$ cat config.mk
export PLATFORM = sky130hd
export DESIGN_NAME = ctrl_pkt_arbiter
export DESIGN_NICKNAME = d
export VERILOG_FILES = /design/src/rtl/udt_ctrl_pkg.sv /design/src/rtl/ctrl_arb_pick.sv /design/src/rtl/ctrl_pkt_arbiter.sv
export SDC_FILE = /design/constraint.sdc
export NUM_CORES = 1
export LEC_CHECK = 0
export CELL_PAD_IN_SITES_DETAIL_PLACEMENT = 1
export CELL_PAD_IN_SITES_GLOBAL_PLACEMENT = 1
export CORE_MARGIN = 3
export CORE_UTILIZATION = 26
export DETAILED_ROUTE_END_ITERATION = 7
export HOLD_SLACK_MARGIN = 0.15
export PLACE_DENSITY = 0.92
export RECOVER_POWER = 50
export SLEW_MARGIN = 30
export SYNTH_ARGS = -nofsm -noshare
export SYNTH_HDL_FRONTEND = slang
export SYNTH_SLANG_ARGS = --single-unit
$ cat constraint.sdc
create_clock -name core_clk -period 3 [get_ports core_clk]
set_clock_uncertainty 0.2 [all_clocks]
set_input_delay 0.3 -clock core_clk [delete_from_list [all_inputs] [get_ports core_clk]]
set_output_delay 0.3 -clock core_clk [all_outputs]
set_load 0.01 [all_outputs]
$ cat src/rtl/udt_ctrl_pkg.sv
// Shared control-packet definitions: control types, arbiter state encoding,
// beat geometry and the control-header builder.
package udt_ctrl_pkg;

   localparam int unsigned BEAT_W = 64;
   localparam int unsigned KEEP_W = BEAT_W / 8;

   localparam logic [14:0] CTRL_KEEPALIVE = 15'h0001;
   localparam logic [14:0] CTRL_ACK       = 15'h0002;
   localparam logic [14:0] CTRL_NAK       = 15'h0003;
   localparam logic [14:0] CTRL_SHUTDOWN  = 15'h0005;
   localparam logic [14:0] CTRL_ACK2      = 15'h0006;

   typedef enum logic [1:0] {
      ST_IDLE,
      ST_FWD,
      ST_KA0,
      ST_KA1
   } arb_state_e;

   // First beat of a control packet: control flag, type, reserved, additional info.
   function automatic logic [BEAT_W-1:0] ctrl_hdr(input logic [14:0] ctype);
      return {1'b1, ctype, 16'h0000, 32'h0000_0000};
   endfunction

endpackage

$ cat src/rtl/ctrl_arb_pick.sv
// Combinational winner select: first requester found scanning upward from ptr
// (ptr tied to zero gives fixed lowest-index priority).
module ctrl_arb_pick
   import udt_ctrl_pkg::*;
#(
   parameter int unsigned NUM_SRC = 4,
   parameter int unsigned IDX_W   = 2
) (
   input  logic [NUM_SRC-1:0] req,
   input  logic [IDX_W-1:0]   ptr,
   output logic               any,
   output logic [NUM_SRC-1:0] onehot,
   output logic [IDX_W-1:0]   idx
);

   logic        found;
   int unsigned k;

   always_comb begin
      onehot = '0;
      idx    = '0;
      found  = 1'b0;
      k      = 0;
      for (int unsigned i = 0; i < NUM_SRC; i++) begin
         k = (32'(ptr) + i) % NUM_SRC;
         if (!found && req[k]) begin
            found     = 1'b1;
            onehot[k] = 1'b1;
            idx       = IDX_W'(k);
         end
      end
      any = |req;
   end

endmodule

$ cat src/rtl/ctrl_pkt_arbiter.sv
// Packet-locked arbiter for control-packet sources with keep-alive injection
// after a programmable idle period. Define CTRL_ARB_RR_EN for round-robin.
module ctrl_pkt_arbiter
   import udt_ctrl_pkg::*;
#(
   parameter int unsigned NUM_SRC   = 4,
   parameter logic [31:0] KA_CYCLES = 32'd1000000
) (
   input  logic                      core_clk,
   input  logic                      core_rst,
   input  logic [NUM_SRC*BEAT_W-1:0] src_tdata,
   input  logic [NUM_SRC*KEEP_W-1:0] src_tkeep,
   input  logic [NUM_SRC-1:0]        src_tvalid,
   input  logic [NUM_SRC-1:0]        src_tlast,
   output logic [NUM_SRC-1:0]        src_tready,
   output logic [BEAT_W-1:0]         m_tdata,
   output logic [KEEP_W-1:0]         m_tkeep,
   output logic                      m_tvalid,
   output logic                      m_tlast,
   input  logic                      m_tready,
   input  logic                      ka_enable,
   input  logic [31:0]               timestamp,
   input  logic [31:0]               dst_sock_id,
   output logic                      busy
);

   localparam int unsigned IDX_W  = (NUM_SRC > 1) ? $clog2(NUM_SRC) : 1;
   localparam logic [31:0] KA_LIM = KA_CYCLES - 32'd1;

   arb_state_e         state_q, state_d;
   logic [IDX_W-1:0]   grant_q, grant_d;
   logic [NUM_SRC-1:0] grant_oh_q, grant_oh_d;
   logic [31:0]        ka_cnt_q, ka_cnt_d;
   logic               ka_pend_q, ka_pend_d;
   logic [BEAT_W-1:0]  ka_data_q, ka_data_d;

   logic [BEAT_W-1:0]  s_data [NUM_SRC];
   logic [KEEP_W-1:0]  s_keep [NUM_SRC];
   logic               pick_any;
   logic [NUM_SRC-1:0] pick_onehot;
   logic [IDX_W-1:0]   pick_idx;
   logic [IDX_W-1:0]   pick_ptr;
   logic               m_hs, last_hs;

   ctrl_arb_pick #(.NUM_SRC(NUM_SRC), .IDX_W(IDX_W)) u_pick (
      .req    (src_tvalid),
      .ptr    (pick_ptr),
      .any    (pick_any),
      .onehot (pick_onehot),
      .idx    (pick_idx)
   );

`ifdef CTRL_ARB_RR_EN
   logic [IDX_W-1:0] rr_ptr_q, rr_ptr_d;

   always_comb begin
      rr_ptr_d = rr_ptr_q;
      if (state_q == ST_IDLE && pick_any)
         rr_ptr_d = (pick_idx == IDX_W'(NUM_SRC - 1)) ? '0 : pick_idx + IDX_W'(1);
   end

   always_ff @(posedge core_clk) begin
      if (core_rst) rr_ptr_q <= '0;
      else          rr_ptr_q <= rr_ptr_d;
   end

   assign pick_ptr = rr_ptr_q;
`else
   assign pick_ptr = '0;
`endif

   always_comb begin
      for (int unsigned i = 0; i < NUM_SRC; i++) begin
         s_data[i] = src_tdata[BEAT_W*i +: BEAT_W];
         s_keep[i] = src_tkeep[KEEP_W*i +: KEEP_W];
      end
   end

   always_comb begin
      state_d    = state_q;
      grant_d    = grant_q;
      grant_oh_d = grant_oh_q;
      ka_data_d  = ka_data_q;
      m_tdata    = '0;
      m_tkeep    = '0;
      m_tvalid   = 1'b0;
      m_tlast    = 1'b0;
      src_tready = '0;
      case (state_q)
         ST_IDLE: begin
            if (pick_any) begin
               grant_d    = pick_idx;
               grant_oh_d = pick_onehot;
               state_d    = ST_FWD;
            end else if (ka_pend_q) begin
               state_d = ST_KA0;
            end
         end
         ST_FWD: begin
            m_tdata    = s_data[grant_q];
            m_tkeep    = s_keep[grant_q];
            m_tvalid   = src_tvalid[grant_q];
            m_tlast    = src_tlast[grant_q];
            src_tready = grant_oh_q & {NUM_SRC{m_tready}};
            if (m_tvalid && m_tready && m_tlast) state_d = ST_IDLE;
         end
         ST_KA0: begin
            m_tdata  = ctrl_hdr(CTRL_KEEPALIVE);
            m_tkeep  = '1;
            m_tvalid = 1'b1;
            if (m_tready) begin
               ka_data_d = {timestamp, dst_sock_id};
               state_d   = ST_KA1;
            end
         end
         ST_KA1: begin
            m_tdata  = ka_data_q;
            m_tkeep  = '1;
            m_tvalid = 1'b1;
            m_tlast  = 1'b1;
            if (m_tready) state_d = ST_IDLE;
         end
         default: state_d = ST_IDLE;
      endcase
      // Handshakes are blocked for the whole reset cycle so an interrupted packet emits nothing more.
      if (core_rst) begin
         m_tvalid   = 1'b0;
         src_tready = '0;
      end
      busy = (state_q != ST_IDLE) && !core_rst;
   end

   always_comb begin
      m_hs      = m_tvalid & m_tready;
      last_hs   = m_hs & m_tlast;
      ka_cnt_d  = ka_cnt_q;
      ka_pend_d = ka_pend_q;
      if (!ka_enable || last_hs)
         ka_cnt_d = '0;
      else if (!m_hs && ka_cnt_q != KA_LIM)
         ka_cnt_d = ka_cnt_q + 32'd1;
      if (last_hs)
         ka_pend_d = 1'b0;
      else if (ka_cnt_q == KA_LIM)
         ka_pend_d = 1'b1;
   end

   always_ff @(posedge core_clk) begin
      if (core_rst) begin
         state_q    <= ST_IDLE;
         grant_q    <= '0;
         grant_oh_q <= '0;
         ka_cnt_q   <= '0;
         ka_pend_q  <= 1'b0;
         ka_data_q  <= '0;
      end else begin
         state_q    <= state_d;
         grant_q    <= grant_d;
         grant_oh_q <= grant_oh_d;
         ka_cnt_q   <= ka_cnt_d;
         ka_pend_q  <= ka_pend_d;
         ka_data_q  <= ka_data_d;
      end
   end

endmodule

==> flow_metrics.py, run 1 <==
metrics = {
    "yosys": {
        "synthesis.nets": 1144,
        "synth_top_family_by_area": "multiplexers",
        "synth-adder-area-share_pct": 0.175,
        "syn-cell-area_um2": 7170,
        "synth-seq-cells": 105,
        "synth_area_per_cell_um2": 9.20,
        "synth_edf_count": 0,
        "synthArstFlopShare_pct": 0,
        "yosysWarnings": 0,
        "synthSimpleGateAreaFrac_pct": 22.6,
        "synthMuxAreaShare_pct": 31.9,
        "synth_cell_types": 46,
        "synthCells": 779,
        "yosysSeqAreaShare_pct": 29.3,
        "synth_ff_type": "dfxtp_1",
        "synth_compound_area_share_pct": 10.2,
        "synth-xor-area-share_pct": 1.83,
    },
    "worst_setup_path": {
        "cp_max_fo": 17,
        "crit_slowest_cell": "mux4_2",
        "critPathLaunchType": "register",
        "reg2regPathDepth": 7,
        "reg2reg_slack_ns": 0.24,
        "arrival_ns": 2.43,
        "cp-end-kind": "primary output",
        "crit_top_cell": "buf_12",
        "critical_path_class": "register to primary output",
        "path_cells": "buf_12, buf_12, mux4_2, mux2i_1, nor2b_1, clkdlybuf4s50_1",
        "worstPathRequired_ns": 2.50,
        "critPathMaxStageDelay_ns": 0.53,
    },
    "drt": {
        "drt-pass1-iter-count": 4,
        "drc_errors": 0,
        "wl_per_cell_um": 23.4,
        "routed_via_density": 5.22,
        "drt_iter0_drc": 370,
        "drtAntennaViolNets": 0,
        "routed_wl_um": 36500,
        "num_vias": 8140,
    },
    "global_route": {
        "grt_pass1_wl_um": 52800,
        "grt_start_max_net_pins": 46,
        "grt_remaining_overflow": 0,
        "grt_usage_pct": 23.7,
        "antenna_found_initial": 15,
        "grt_pass1_vias": 8812,
    },
    "sta": {
        "worst_pin_slew_ns": 0.851,
        "final-max-slew-violation-count": 0,
        "fin_tns_setup_ns": 0,
        "setup_viol": 0,
        "slew_headroom_pct": 43.3,
        "finalCriticalPeriod_ns": 2.93,
        "setup_ws_ns": 0.0715,
        "finalCritPeriodShare_pct": 97.6,
        "timing.fmax_mhz": 341,
        "rsz0062_at_grt": "no",
        "hold_violations": 0,
    },
    "pwr": {
        "power_density_nw_per_um2": 327,
        "peakVddDrop_v": 0.000246,
        "p_leak_nw": 4.04,
    },
    "job": {
        "drv_cap": 0,
    },
    "floorplanning": {
        "start_util_pct": 26.5,
        "core_um2": 27000,
        "ios": 443,
        "die_y_um": 172,
        "rows": 60,
        "die_area_um2": 29600,
        "die_w_um": 172,
    },
    "cts": {
        "numCtsBuffers": 9,
        "cts_resized": 0,
        "clock_latency_ns": 0.35,
        "clockBufferDepth": 2,
        "tritoncts": "yes",
        "numClockSinks": 105,
        "root_buffer": "clkbuf_16",
        "path_clk_slew_ns": 0.07,
        "htree_num_levels": 3,
        "ctsHoldBuffers": 0,
    },
    "placed_design": {
        "dp_slack_ns": 0.171,
        "placed_cell_area_um2": 12100,
        "hpwl_um": 29300,
        "dp.cells": 1523,
        "port_buffers": 442,
        "gp_congestion": 0.882,
    },
    "finish": {
        "nNetsFinal": 1563,
        "multi_input_area_um2": 4790,
        "seq_area_um2": 2110,
        "drive_above_1_share_pct": 10.6,
        "postLayoutCellArea_um2": 12400,
        "fill_cells": 3037,
        "area_delta_synth_final_pct": 73.5,
        "stdcell_count": 1559,
    },
    "min_path": {
        "worst_hold_path.num_cells": 2,
        "min-delay-path-class": "register to register",
    },
    "run_status": {
        "status": "finished clean",
    },
}
[kinds of logic after synthesis]
| group | count (synthesis) |
|---|---|
| AOI/OAI and AO/OA | 128 |
| muxes | 136 |
| adders and majority gates | 1 |
| DFF | 105 |
| xor gates and xnor gates | 15 |
| buffers and inverters | 70 |
| and+or+nand+nor | 324 |
[cells in the final DEF (no fill, tap or decap), types with 5 or more instances in the layout]
cell	Yosys	layout
a21o_1	9	9
a21oi_1	88	88
and2_1	5	5
buf_12	0	8
buf_4	0	19
clkbuf_16	0	9
clkdlybuf4s50_1	0	440
dfxtp_1	105	102
diode_2	0	15
inv_1	7	7
mux2i_1	62	62
mux4_2	74	74
nand2_1	147	147
nand3_1	13	13
nand4_1	15	15
nor2_1	33	32
nor2b_1	62	62
nor3_1	6	6
o21ai_0	8	8
o31ai_1	10	10
or3_1	6	6
or4_1	11	11
xor2_1	12	12
[report_power, final]
group          internal, mW  switching, mW  total (mW)  leakage [nW]
Combinational         0.885          0.473        1.36          3.04
Clock                 0.734          0.564        1.30         0.150
Sequential             1.40         0.0130        1.41         0.848
[critical path, delay by kind of cell, from the launching register on]
| kind | cells | cell delay (ns) |
|---|---|---|
| and+or+nand+nor | 1 | 0.10 |
| DFF | 1 | 0.39 |
| muxes | 2 | 0.74 |
| buffers and inverters | 3 | 0.83 |
[per-stage QoR]
stage / total power, mW / util [%] / hold WS [ns]
after floorplan: 1.95 / - / 0.232
after global placement: 2.76 / 44.6 / 0.240
after detailed placement: 2.79 / 44.6 / 0.247
after CTS: 4.11 / 45.9 / 0.259
after global routing: 4.24 / 46.0 / 0.275
final: 4.07 / 46.0 / 0.258
[path summary, 6_finish.rpt]
check / start / to
setup / recovery: grant_q[0] / m_tdata[45]
hold / removal: ka_data_q[4] / ka_data_q[4]
setup reg to reg: grant_q[0] / ka_cnt_q[27]
hold reg to reg: ka_data_q[4] / ka_data_q[4]
[Yosys cell counts (2+ instances only)]
cell type,count,area (um^2)
a21oi_1,88,440
o21a_1,3,22.5
clkbuf_1,39,146
a21o_1,9,67.6
and3_1,4,25.0
nand4_1,15,93.8
xnor2_1,3,26.3
nand3b_1,2,15.0
nor2_1,33,124
nor2b_1,62,388
dfxtp_1,105,2100
nor4b_1,3,26.3
nand2_1,147,552
mux4_2,74,1670
or4_1,11,82.6
o41ai_1,2,17.5
buf_2,11,55.1
or2_2,2,12.5
and2_1,5,31.3
xor2_1,12,105
nor3_1,6,30.0
and4_1,4,35.0
or3_1,6,37.5
mux2i_1,62,621
nand3_1,13,65.1
buf_1,12,45.0
inv_1,7,26.3
a32oi_1,2,17.5
o21ai_0,8,40.0
nor4_1,3,18.8
o31ai_1,10,75.1
and3b_1,2,17.5
[state kept, by name (all words and copies together) (netlist names)]
register	flops
state_q	2
ka_pend_q	1
grant_q	2
ka_data_q	64
grant_oh_q	4
ka_cnt_q	32
[metal layers]
metal | vias to the layer above | share of wire, % | track usage (%)
met2 | 289 | 52 | 41.2
met4 | 0 | 4.7 | 13.0
met1 | 4073 | 38 | 26.9
met3 | 80 | 5.5 | 5.40
met5 | - | 0 | 0
li1 | 3698 | - | -
[final cells by class]
type                            instances  area share (%)
Antenna cell                           15           0.302
Clock buffer                           11            1.87
Clock inverter                          5           0.654
Inverter                                7           0.211
Multi-Input combinational cell        604            38.5
Sequential cell                       105            17.0
Tap cell                              341            3.43
Timing Repair Buffer                  471            38.0
[what timing repair did]
item | in CTS | in global routing
endpoints found under the setup margin | 17 | 0
hold endpoints to repair | 0 | 0
buffers inserted | 5 | 0
No activity file was read; power rests on OpenSTA's default activity.
==> run 2: changes to the inputs <==
--- a/config.mk
+++ b/config.mk
@@ -5,7 +5,7 @@
 export SDC_FILE = /design/constraint.sdc
 export NUM_CORES = 1
 export LEC_CHECK = 0
-export CELL_PAD_IN_SITES_DETAIL_PLACEMENT = 1
+export CELL_PAD_IN_SITES_DETAIL_PLACEMENT = 0
 export CELL_PAD_IN_SITES_GLOBAL_PLACEMENT = 1
 export CORE_MARGIN = 3
 export CORE_UTILIZATION = 26
@@ -13,6 +13,7 @@
 export HOLD_SLACK_MARGIN = 0.15
 export PLACE_DENSITY = 0.92
 export RECOVER_POWER = 50
+export SKIP_LAST_GASP = 1
 export SLEW_MARGIN = 30
 export SYNTH_ARGS = -nofsm -noshare
 export SYNTH_HDL_FRONTEND = slang
==> run 2 against run 1 <==
Against the previous run: count of clock-buffer cells in the layout grew 1; non-clock buffer count is the same; critical path depth is the same; first-iteration DRC count shrank 2.4%; combinational power is essentially flat; core utilization shrank 0.22 points; clock power shrank 16%; worst hold slack lost 0.0058 ns; register-to-register slack gained 0.06 ns; wire length shrank 13%.
==> flow_metrics.py, run 2 (synthesis gave the netlist of run 1 again) <==
metrics = {
    "sta": {
        "fin_tns_setup_ns": 0,
        "finalCriticalPeriod_ns": 2.84,
        "whs_ns": 0.252,
        "finalCritPeriodShare_pct": 94.6,
        "slew_headroom_pct": 44.3,
        "hold_violations": 0,
        "worst_pin_slew_ns": 0.835,
        "final-max-slew-violation-count": 0,
        "rsz0062_at_grt": "no",
        "setup_viol": 0,
        "timing.fmax_mhz": 352,
    },
    "pwr": {
        "peakVddDrop_v": 0.000229,
        "power_mw": 3.83,
        "p_leak_nw": 4.01,
        "power_density_nw_per_um2": 310,
    },
    "worst_setup_path": {
        "critical_path_class": "register to primary output",
        "arrival_ns": 2.34,
        "crit_slowest_cell": "mux4_2",
        "cp-startpoint": "grant_q[0]",
        "reg2reg_slack_ns": 0.30,
        "cp.depth": 6,
        "critPathLaunchType": "register",
        "reg2regPathDepth": 7,
        "crit_end": "m_tdata[37]",
        "cp_top_family": "buffers and inverters",
        "critPathMaxStageDelay_ns": 0.51,
        "r2r-end": "ka_cnt_q[20]",
        "worst-path-buf-inv": 3,
        "worstPathRequired_ns": 2.50,
        "r2r-start": "grant_q[0]",
        "cp-end-kind": "primary output",
        "crit_top_cell": "buf_12",
        "cp_max_fo": 17,
        "path_cells": "buf_12, buf_12, mux4_2, mux2i_1, nor2b_1, clkdlybuf4s50_1",
    },
    "global_route": {
        "grt_start_max_net_pins": 46,
        "grt_usage_pct": 20.9,
        "antenna_found_initial": 8,
        "grt_pass1_vias": 7860,
        "grt_pass1_wl_um": 47100,
        "grt_remaining_overflow": 0,
    },
    "placed_design": {
        "dp.cells": 1523,
        "placed_cell_area_um2": 12100,
        "gp_congestion": 0.882,
        "hpwl_um": 25400,
        "port_buffers": 442,
    },
    "run_status": {
        "status": "finished clean",
    },
    "cts": {
        "clockBufferDepth": 2,
        "numClockSinks": 105,
        "path_clk_slew_ns": 0.07,
        "tritoncts": "yes",
        "cts_resized": 0,
        "clock_latency_ns": 0.34,
        "htree_num_levels": 3,
        "numCtsBuffers": 9,
        "root_buffer": "clkbuf_16",
        "ctsHoldBuffers": 0,
    },
    "drt": {
        "drt_iter0_drc": 361,
        "wl_per_cell_um": 20.6,
        "dr_wl_met2_um": 16100,
        "drc_errors": 0,
        "highest_layer": "met4",
        "num_vias": 7765,
        "wl_met3_um": 1930,
        "wirelength_met1_um": 12900,
        "routed_via_density": 5.00,
        "drt-pass1-iter-count": 5,
        "drtAntennaViolNets": 0,
        "routed_wl_um": 31900,
    },
    "finish": {
        "drive_above_1_share_pct": 10.2,
        "top_regs": "ka_data_q: 64 flops, ka_cnt_q: 32 flops, grant_oh_q: 4 flops",
        "stdcell_count": 1553,
        "top_register": "ka_data_q",
        "postLayoutCellArea_um2": 12400,
        "largest_reg_flops": 64,
        "most-common-layout-cells": "439 x clkdlybuf4s50_1, 147 x nand2_1, 102 x dfxtp_1, 88 x a21oi_1, 74 x mux4_2",
        "area_delta_synth_final_pct": 72.6,
        "fill_cells": 2611,
        "nNetsFinal": 1563,
        "final_common_cell": "clkdlybuf4s50_1",
    },
    "floorplanning": {
        "core_um2": 27000,
        "die_w_um": 172,
        "ios": 443,
        "die_area_um2": 29600,
        "start_util_pct": 26.5,
        "rows": 60,
        "die_y_um": 172,
    },
    "job": {
        "drv_cap": 0,
    },
    "min_path": {
        "min-delay-path-class": "register to register",
    },
}
==> run 2: final cells by class <==
class / count / area, um^2 / share of cell area (%)
clock buffer: 12 / 236 / 1.91
tap: 341 / 427 / 3.45
clock inverter: 4 / 20.0 / 0.162
multi-input combinational: 604 / 4790 / 38.7
sequential: 105 / 2110 / 17.1
antenna: 9 / 22.5 / 0.182
timing repair buffer: 471 / 4740 / 38.3
inverter: 7 / 26.3 / 0.212
==> run 2: how the worst min path moves through the flow <==
| stage | startpoint | endpoint | slack, ns | cells after the start |
|---|---|---|---|---|
| CTS | grant_oh_q[0] | grant_oh_q[0] | 0.25 | 2 |
| global route | ka_data_q[3] | ka_data_q[3] | 0.27 | 2 |
| global placement | grant_oh_q[0] | grant_oh_q[0] | 0.24 | 2 |
| detailed placement | grant_oh_q[0] | grant_oh_q[0] | 0.24 | 2 |
| finish | grant_oh_q[0] | grant_oh_q[0] | 0.25 | 2 |
| floorplan | grant_oh_q[0] | grant_oh_q[0] | 0.23 | 2 |
==> run 2: per-layer routing <==
metal	up-vias	GRT usage (%)
met3	40	5.12
met1	3777	25.8
met4	0	6.77
met2	263	35.8
met5	-	0
li1	3685	-
==> run 2: worst min-delay path, cell delays in order (launching register included) <==
cell and delay, ns:
dfxtp_1 0.31, nand2_1 0.05, a21oi_1 0.05
==> run 2: repair_timing <==
item	in CTS	in global routing
setup endpoints to repair	9	6
pin swaps	0	0
buffers inserted	3	2
==> run 2: power breakdown <==
| group | total [mW] | internal [mW] | switching, mW | leakage [nW] |
|---|---|---|---|---|
| registers | 1.41 | 1.40 | 0.0135 | 0.848 |
| logic | 1.33 | 0.886 | 0.443 | 3.04 |
| clock network | 1.09 | 0.559 | 0.532 | 0.123 |
==> run 2: stage by stage <==
| stage | utilization, % | worst slack (ns) |
|---|---|---|
| 5_1_grt | 45.8 | 0.0591 |
| 3_3_place_gp | 44.6 | 0.327 |
| 2_1_floorplan | - | 0.704 |
| 6_report | 45.8 | 0.161 |
| 4_1_cts | 45.7 | 0.0521 |
| 3_5_place_dp | 44.6 | 0.247 |
